==> src/rtl/adc_frame_writer.sv <==
// adc_frame_writer
// Captures a frame of 8-bit ADC samples, packs sample pairs into 16-bit
// words and queues each word with its SRAM address and bank. A four-phase
// write engine (WAIT, SETUP, STROBE, HOLD) drains the queue to SRAM while
// the display side leaves the memory free.
//
// Optional build: define FRAME_WRITER_OVF_CNT_EN to add the ovf_count
// output, a saturating count of packed words dropped on a full queue.
module adc_frame_writer #(
    parameter int LINE_PIXELS = 624,  // samples per line, even
    parameter int FRAME_LINES = 421,  // lines per frame
    parameter int FIFO_DEPTH  = 16    // queue entries, power of two, >= 2
) (
    input  logic        clk_50,
    input  logic        rst_n,
    input  logic [7:0]  adc_data,
    input  logic        adc_valid,
    input  logic        arm,
    input  logic        mem_free,
    output logic [15:0] wr_address,
    output logic [15:0] wr_data,
    output logic        wr_bank,
    output logic        wr_n,
    output logic        busy,
    output logic        frame_done,
    output logic        overflow
`ifdef FRAME_WRITER_OVF_CNT_EN
    ,
    output logic [15:0] ovf_count
`endif
);

    // ------------------------------------------------------------------
    // Constants
    // ------------------------------------------------------------------
    localparam int ADDR_W  = $clog2(FIFO_DEPTH);
    localparam int ENTRY_W = 33;  // {bank, address[15:0], data[15:0]}

    localparam logic [15:0] LAST_PIXEL = 16'(LINE_PIXELS - 1);
    localparam logic [15:0] LAST_LINE  = 16'(FRAME_LINES - 1);
    localparam logic [15:0] HALF_LINE  = 16'(LINE_PIXELS / 2);
    localparam logic [15:0] CNT_ONE    = 16'd1;
    localparam logic [ADDR_W:0] PTR_ONE = (ADDR_W + 1)'(1);

    // Capture FSM encoding
    localparam logic [1:0] CAP_IDLE    = 2'd0;
    localparam logic [1:0] CAP_CAPTURE = 2'd1;
    localparam logic [1:0] CAP_DRAIN   = 2'd2;

    // Write engine encoding
    localparam logic [1:0] W_WAIT   = 2'd0;
    localparam logic [1:0] W_SETUP  = 2'd1;
    localparam logic [1:0] W_STROBE = 2'd2;
    localparam logic [1:0] W_HOLD   = 2'd3;

    // ------------------------------------------------------------------
    // Declarations
    // ------------------------------------------------------------------
    logic [1:0]  cap_state_q, cap_state_d;
    logic [15:0] pixel_q, pixel_d;
    logic [15:0] line_q, line_d;
    logic [7:0]  pack_q, pack_d;
    logic        overflow_q, overflow_d;
    logic        frame_done_q, frame_done_d;

    logic        arm_accept;
    logic        sample_take;
    logic        push_req;
    logic        push_ok;
    logic        drop;
    logic [15:0] push_addr;
    logic [15:0] push_data;
    logic        push_bank;

    logic [ENTRY_W-1:0] fifo_mem_q [FIFO_DEPTH];
    logic [ADDR_W:0]    wr_ptr_q, wr_ptr_d;
    logic [ADDR_W:0]    rd_ptr_q, rd_ptr_d;
    logic               fifo_empty;
    logic               fifo_full;
    logic [ENTRY_W-1:0] fifo_head;
    logic               pop;

    logic [1:0]  wr_state_q, wr_state_d;
    logic [15:0] wr_addr_q, wr_addr_d;
    logic [15:0] wr_data_q, wr_data_d;
    logic        wr_bank_q, wr_bank_d;
    logic        wr_n_q, wr_n_d;

    // ------------------------------------------------------------------
    // Queue status and the word produced by the current sample
    // ------------------------------------------------------------------
    assign fifo_empty = (wr_ptr_q == rd_ptr_q);
    assign fifo_full  = (wr_ptr_q[ADDR_W] != rd_ptr_q[ADDR_W]) &&
                        (wr_ptr_q[ADDR_W-1:0] == rd_ptr_q[ADDR_W-1:0]);
    assign fifo_head  = fifo_mem_q[rd_ptr_q[ADDR_W-1:0]];

    // Odd pixel completes a word; both pixels of a pair share one address.
    assign push_req  = sample_take && pixel_q[0];
    assign push_data = {adc_data, pack_q};
    assign push_bank = line_q[0];
    // 16-bit context: the product and sum wrap modulo 2^16.
    assign push_addr = (line_q >> 1) * HALF_LINE + (pixel_q >> 1);

    // A full queue still accepts a word when the head leaves this cycle.
    assign push_ok = push_req && (!fifo_full || pop);
    assign drop    = push_req && fifo_full && !pop;

    // ------------------------------------------------------------------
    // Capture FSM next-state: arming, pixel/line counting, byte packing
    // ------------------------------------------------------------------
    always_comb begin
        // NOTE: every signal assigned here gets a default first so no
        // path through the case leaves it unassigned, which would infer a latch.
        cap_state_d  = cap_state_q;
        pixel_d      = pixel_q;
        line_d       = line_q;
        pack_d       = pack_q;
        frame_done_d = 1'b0;
        arm_accept   = 1'b0;
        sample_take  = 1'b0;

        case (cap_state_q)
            CAP_IDLE: begin
                if (arm) begin
                    cap_state_d = CAP_CAPTURE;
                    pixel_d     = '0;
                    line_d      = '0;
                    pack_d      = '0;
                    arm_accept  = 1'b1;
                end
            end

            CAP_CAPTURE: begin
                if (adc_valid) begin
                    sample_take = 1'b1;
                    if (!pixel_q[0]) begin
                        pack_d = adc_data;
                    end
                    if (pixel_q == LAST_PIXEL) begin
                        pixel_d = '0;
                        line_d  = line_q + CNT_ONE;
                        if (line_q == LAST_LINE) begin
                            cap_state_d = CAP_DRAIN;
                        end
                    end else begin
                        pixel_d = pixel_q + CNT_ONE;
                    end
                end
            end

            CAP_DRAIN: begin
                // Frame is complete only once the last word has left SRAM side.
                if (fifo_empty && (wr_state_q == W_WAIT)) begin
                    cap_state_d  = CAP_IDLE;
                    frame_done_d = 1'b1;
                end
            end

            default: begin
                cap_state_d = CAP_IDLE;
            end
        endcase
    end

    // Sticky overflow: set by a dropped word, cleared only by an accepted arm.
    always_comb begin
        if (arm_accept) begin
            overflow_d = 1'b0;
        end else begin
            overflow_d = overflow_q | drop;
        end
    end

    // Capture FSM state registers
    always_ff @(posedge clk_50) begin
        // NOTE: sequential state uses non-blocking assignments so every
        // register samples its pre-edge inputs regardless of statement order.
        if (!rst_n) begin
            cap_state_q  <= CAP_IDLE;
            pixel_q      <= '0;
            line_q       <= '0;
            pack_q       <= '0;
            overflow_q   <= 1'b0;
            frame_done_q <= 1'b0;
        end else begin
            cap_state_q  <= cap_state_d;
            pixel_q      <= pixel_d;
            line_q       <= line_d;
            pack_q       <= pack_d;
            overflow_q   <= overflow_d;
            frame_done_q <= frame_done_d;
        end
    end

    // ------------------------------------------------------------------
    // Word queue
    // ------------------------------------------------------------------
    // Pointer next-state: push and pop are independent
    always_comb begin
        wr_ptr_d = wr_ptr_q;
        rd_ptr_d = rd_ptr_q;
        if (push_ok) begin
            wr_ptr_d = wr_ptr_q + PTR_ONE;
        end
        if (pop) begin
            rd_ptr_d = rd_ptr_q + PTR_ONE;
        end
    end

    // Queue pointers; reset empties the queue
    always_ff @(posedge clk_50) begin
        if (!rst_n) begin
            wr_ptr_q <= '0;
            rd_ptr_q <= '0;
        end else begin
            wr_ptr_q <= wr_ptr_d;
            rd_ptr_q <= rd_ptr_d;
        end
    end

    // Queue storage write port
    always_ff @(posedge clk_50) begin
        // NOTE: storage is not reset; the pointers alone define which
        // entries are valid, and an unreset array maps onto plain RAM.
        if (push_ok) begin
            fifo_mem_q[wr_ptr_q[ADDR_W-1:0]] <= {push_bank, push_addr, push_data};
        end
    end

    // ------------------------------------------------------------------
    // Write engine: WAIT -> SETUP -> STROBE -> HOLD, one cycle each
    // ------------------------------------------------------------------
    assign pop = (wr_state_q == W_HOLD);

    // Write engine next-state and SRAM bus values
    always_comb begin
        wr_state_d = wr_state_q;
        wr_addr_d  = wr_addr_q;
        wr_data_d  = wr_data_q;
        wr_bank_d  = wr_bank_q;
        wr_n_d     = 1'b1;

        case (wr_state_q)
            W_WAIT: begin
                if (!fifo_empty && mem_free) begin
                    wr_state_d = W_SETUP;
                    {wr_bank_d, wr_addr_d, wr_data_d} = fifo_head;
                end
            end

            W_SETUP: begin
                // Display side grabbed the memory before the strobe: back off
                // and retry the same head word later.
                if (mem_free) begin
                    wr_state_d = W_STROBE;
                    wr_n_d     = 1'b0;
                end else begin
                    wr_state_d = W_WAIT;
                end
            end

            W_STROBE: begin
                // Once strobed, the write always completes.
                wr_state_d = W_HOLD;
            end

            W_HOLD: begin
                wr_state_d = W_WAIT;
            end

            default: begin
                wr_state_d = W_WAIT;
            end
        endcase
    end

    // Write engine registers; outputs are driven straight from flops
    always_ff @(posedge clk_50) begin
        if (!rst_n) begin
            wr_state_q <= W_WAIT;
            wr_addr_q  <= '0;
            wr_data_q  <= '0;
            wr_bank_q  <= 1'b0;
            wr_n_q     <= 1'b1;
        end else begin
            wr_state_q <= wr_state_d;
            wr_addr_q  <= wr_addr_d;
            wr_data_q  <= wr_data_d;
            wr_bank_q  <= wr_bank_d;
            wr_n_q     <= wr_n_d;
        end
    end

`ifdef FRAME_WRITER_OVF_CNT_EN
    // ------------------------------------------------------------------
    // Dropped-word counter
    // ------------------------------------------------------------------
    logic [15:0] ovf_cnt_q, ovf_cnt_d;

    // Saturating count of dropped words, cleared by an accepted arm
    always_comb begin
        ovf_cnt_d = ovf_cnt_q;
        if (arm_accept) begin
            ovf_cnt_d = '0;
        end else if (drop && (ovf_cnt_q != 16'hFFFF)) begin
            ovf_cnt_d = ovf_cnt_q + CNT_ONE;
        end
    end

    // Dropped-word counter register
    always_ff @(posedge clk_50) begin
        if (!rst_n) begin
            ovf_cnt_q <= '0;
        end else begin
            ovf_cnt_q <= ovf_cnt_d;
        end
    end

    assign ovf_count = ovf_cnt_q;
`endif

    // ------------------------------------------------------------------
    // Outputs
    // ------------------------------------------------------------------
    assign wr_address = wr_addr_q;
    assign wr_data    = wr_data_q;
    assign wr_bank    = wr_bank_q;
    assign wr_n       = wr_n_q;
    assign busy       = (cap_state_q != CAP_IDLE);
    assign frame_done = frame_done_q;
    assign overflow   = overflow_q;

endmodule

==> config.mk <==
export PLATFORM = sky130hd
export DESIGN_NAME = adc_frame_writer
export DESIGN_NICKNAME = d
export VERILOG_FILES = /design/src/rtl/adc_frame_writer.sv
export SDC_FILE = /design/constraint.sdc
export NUM_CORES = 1
export LEC_CHECK = 0
export CORE_MARGIN = 5
export CORE_UTILIZATION = 62
export CTS_BUF_LIST = sky130_fd_sc_hd__clkbuf_16
export DETAILED_ROUTE_END_ITERATION = 8
export PLACE_DENSITY = 0.9
export SKIP_CTS_REPAIR_TIMING = 1
export SLEW_MARGIN = 20
export SYNTH_ARGS = -nofsm -noshare
export SYNTH_HDL_FRONTEND = slang
export SYNTH_SLANG_ARGS = --single-unit
export TNS_END_PERCENT = 100
==> constraint.sdc <==
create_clock -name clk_50 -period 13.05 [get_ports clk_50]
set_input_delay 2.61 -clock clk_50 [delete_from_list [all_inputs] [get_ports clk_50]]
set_output_delay 2.61 -clock clk_50 [all_outputs]
set_load 0.02 [all_outputs]
==> metrics.md <==
| Metric | Value |
|---|---|
| RSZ-0062 raised after global routing | `false` |
| Netlist Area Pre-Place | `25340 um^2` |
| Fin util | `71.01%` |
| Avg WL per Cell | `between 30 and 40 um` |
| Row Count | `74` |
| H-tree depth | `2` |
| Min Tclk post-route | `approximately 5.2 ns` |
| Vias post-DR | `between 10000 and 15000` |
| First DRT Iteration DRCs | `2095` |
| Share of post-route cells with drive strength above 1 | `21.20%` |
| Drt drc | `0` |
| Post-Synthesis Cells | `1391` |
| Top_reg_cell synth | `edfxtp_1` |
| Post-route ant nets | `0` |
| Max Fanout on Critical Path | `16` |
| Peak supply drop | `115.1 uV` |
| Antenna violations before repair | `0` |
| Grt total ovfl | `0` |
| Pre-CTS WS | `about 7.6 ns` |
| Hpwl dp | `33030 um` |
| Max-Cap Viols | `0` |
| Tot GR Track Use | `27.04%` |
| Clock Pin Slew Worst Setup and Hold Paths | `0.07 ns` |
| Nets@finish | `1558` |
| Area Growth Syn to Fin | `13.92%` |
| Post-Syn Nets | `1479` |
| Final setup viols | `0` |
| Sequential-to-total area share from yosys stat | `69.69%` |
| Cell Pwr Density | `137.2 nW/um^2` |
| R2r setup slk | `7.88 ns` |
| CTS tree | `done` |
| Crit. End Element | `flip-flop` |
| Arr. time, crit path | `5.48 ns` |
| Relative slew margins | `between 20% and 30%` |
| Post-synth ARST share | `0%` |
| CTS Root Cell | `clkbuf_16` |
| Yosys reg bits | `618` |
| Critical path required time | `13.37 ns` |
| Cell mode on critical path | `ha_1` |
| Die area | `about 45000 um^2` |
| Global-route wire length before repair | `89300 um` |
| Setup tns final | `0 ns` |
| Slowest stage delay, CP | `0.55 ns` |
| Die H | `approximately 210 um` |
| Number of library cell types mapped by synthesis | `52` |
| CP Class | `flip-flop to flip-flop` |
| Worst min path class | `flip-flop to flip-flop` |
| Pre-Repair DR Iteration Count | `5` |
| Fin worst setup slack | `about 8 ns` |
| CTS buffer count | `58` |
| Cell breakdown of the critical path | `inv_1, fa_1, inv_1, ha_1, ha_1, fa_1, a21o_1, a21oi_1, nor2b_1, o21a_1, nor2_1, xnor2_1, ha_1, a21oi_1, nand2_1, a21o_1, a221oi_1, xnor2_1, xnor2_2` |
| Fmax | `between 150 and 200 MHz` |
| Clock sinks | `618` |
| Number of antenna diodes | `0` |
| Crit share post-route | `39.59%` |
| PortBufs | `49` |
| Largest net degree at the start of global routing | `just over 80` |
| Worst setup SP type | `flip-flop` |
| Max-slew violations | `0` |
| Outcome | `completed` |
| Core area | `between 40000 and 50000 um^2` |
| Vias per cell | `~6.6` |
| Syn_area_per_cell | `18.21 um^2` |
| Die W | `212.1 um` |
| Clock Latency Late Sink | `0.61 ns` |
| Leakage | `9.425 nW` |
| Worst slew pin tran | `1.093 ns` |
| Post-synth EDFFs | `528` |
| Total Wirelength | `around 62000 um` |
| Initial Util | `62.33%` |
| Number of I/O pins | `50` |
| CP max-delay cell | `fa_1` |
| Placer Congestion | `0.8486` |
| Final Hold Violating Endpoints | `0` |
| Clock Tree Buf Depth | `3` |
| Synth warnings | `0` |
| Fillcell total | `~2300` |
| Max Clock Skew | `0.01597 ns` |
| Vias in the first global route | `13970` |
-- worst max-delay path: cells and delay by family (launching register included) --
family | cells | cell delay (ns)
buffers and inverters | 2 | 0.18
flip-flops | 1 | 0.43
AND/OR/NAND/NOR | 3 | 0.28
AO/OA/AOI/OAI | 6 | 1.30
adder cells (fa/ha/maj) | 5 | 1.81
XOR/XNOR | 3 | 0.90
-- power breakdown --
group	leakage [nW]	internal [W]	switching (W)	total, W
combinational	2.86	0.0000170	0.0000356	0.0000526
sequential	5.57	0.00213	0.0000104	0.00214
clock	0.991	0.00102	0.000746	0.00177
-- state kept, by name (all words and copies together) (netlist names), named ones only --
signal,flops
fifo_mem_q,528
line_q,16
pixel_q,16
wr_address,16
wr_data,16
pack_q,8
rd_ptr_q,5
wr_ptr_q,5
cap_state_q,2
frame_done,1
overflow,1
wr_bank,1
wr_n,1
wr_state_q,1
-- Yosys cell counts, drive strengths merged, types with 9 or more instances --
cell type / instances / area share, %
edfxtp: 528 / 63
mux4: 165 / 15
nand2: 111 / 1.6
dfxtp: 90 / 7.1
ha: 57 / 2.8
nor2: 56 / 0.83
inv: 49 / 0.73
clkbuf: 47 / 0.70
a21boi: 46 / 1.4
xnor2: 43 / 1.5
nand3: 24 / 0.49
a21oi: 19 / 0.38
fa: 18 / 1.4
xor2: 15 / 0.52
buf: 14 / 0.23
nor3: 14 / 0.28
o21ai: 13 / 0.26
nand4: 10 / 0.25
and2: 9 / 0.22
-- kinds of logic after synthesis --
kind of cell | share of synthesized area [%]
AND/OR/NAND/NOR | 4.776
flip-flops | 69.69
AO/OA/AOI/OAI | 2.934
multiplexers | 14.71
XOR/XNOR | 2.005
adder cells (fa/ha/maj) | 4.237
buffers and inverters | 1.650
-- per-layer routing --
metal | wire [um] | global-route usage, % | up-vias
li1 | - | - | 5599
met3 | 6056 | 5.888 | 153
met1 | 21280 | 35.22 | 6893
met5 | 0 | 0 | -
met2 | 32130 | 46.57 | 921
met4 | 2410 | 8.130 | 0
-- per-stage QoR --
stage                     std cells  hold WS (ns)  area [um^2]  total power (W)
after CTS                      2043        0.4689        28590         0.003959
final                          2051        0.4654        28860         0.003959
after detailed placement       1934        0.4599        26610         0.002232
after global placement         1930        0.4512        26520         0.002228
after floorplan                1391        0.4663        25340         0.002205
after global routing           2051        0.5032        28860         0.004071
-- worst paths after layout --
| check | cells past startpoint | endpoint | startpoint |
|---|---|---|---|
| worst max-delay path | 19 | fifo_mem_q[8][31] | line_q[2] |
| worst min-delay path | 2 | wr_data[8] | wr_data[8] |
| worst max register to register | 19 | fifo_mem_q[8][31] | line_q[2] |
| worst min register to register | 2 | wr_data[8] | wr_data[8] |
-- layout make-up --
class,instances,area [um^2],area share [%]
Inverter,49,183.9,0.6373
Multi-Input combinational cell,663,7438,25.77
Sequential cell,618,17670,61.21
Tap cell,532,665.6,2.306
Timing Repair Buffer,80,927.1,3.212
Clock inverter,50,503.0,1.743
Clock buffer,59,1476,5.116
-- cell usage in the layout (no fill, tap or decap), types with 12 or more instances in the layout --
| master | instances |
|---|---|
| a21boi_0 | 46 |
| a21oi_1 | 19 |
| buf_4 | 16 |
| clkbuf_16 | 59 |
| clkdlybuf4s50_1 | 48 |
| clkinv_1 | 15 |
| clkinv_2 | 12 |
| dfxtp_1 | 86 |
| edfxtp_1 | 528 |
| fa_1 | 18 |
| ha_1 | 57 |
| inv_1 | 54 |
| mux4_2 | 165 |
| nand2_1 | 111 |
| nand3_1 | 22 |
| nor2_1 | 43 |
| nor2_4 | 12 |
| o21ai_0 | 13 |
| xnor2_1 | 37 |
| xor2_1 | 13 |
(Power assumes the default switching activity.)
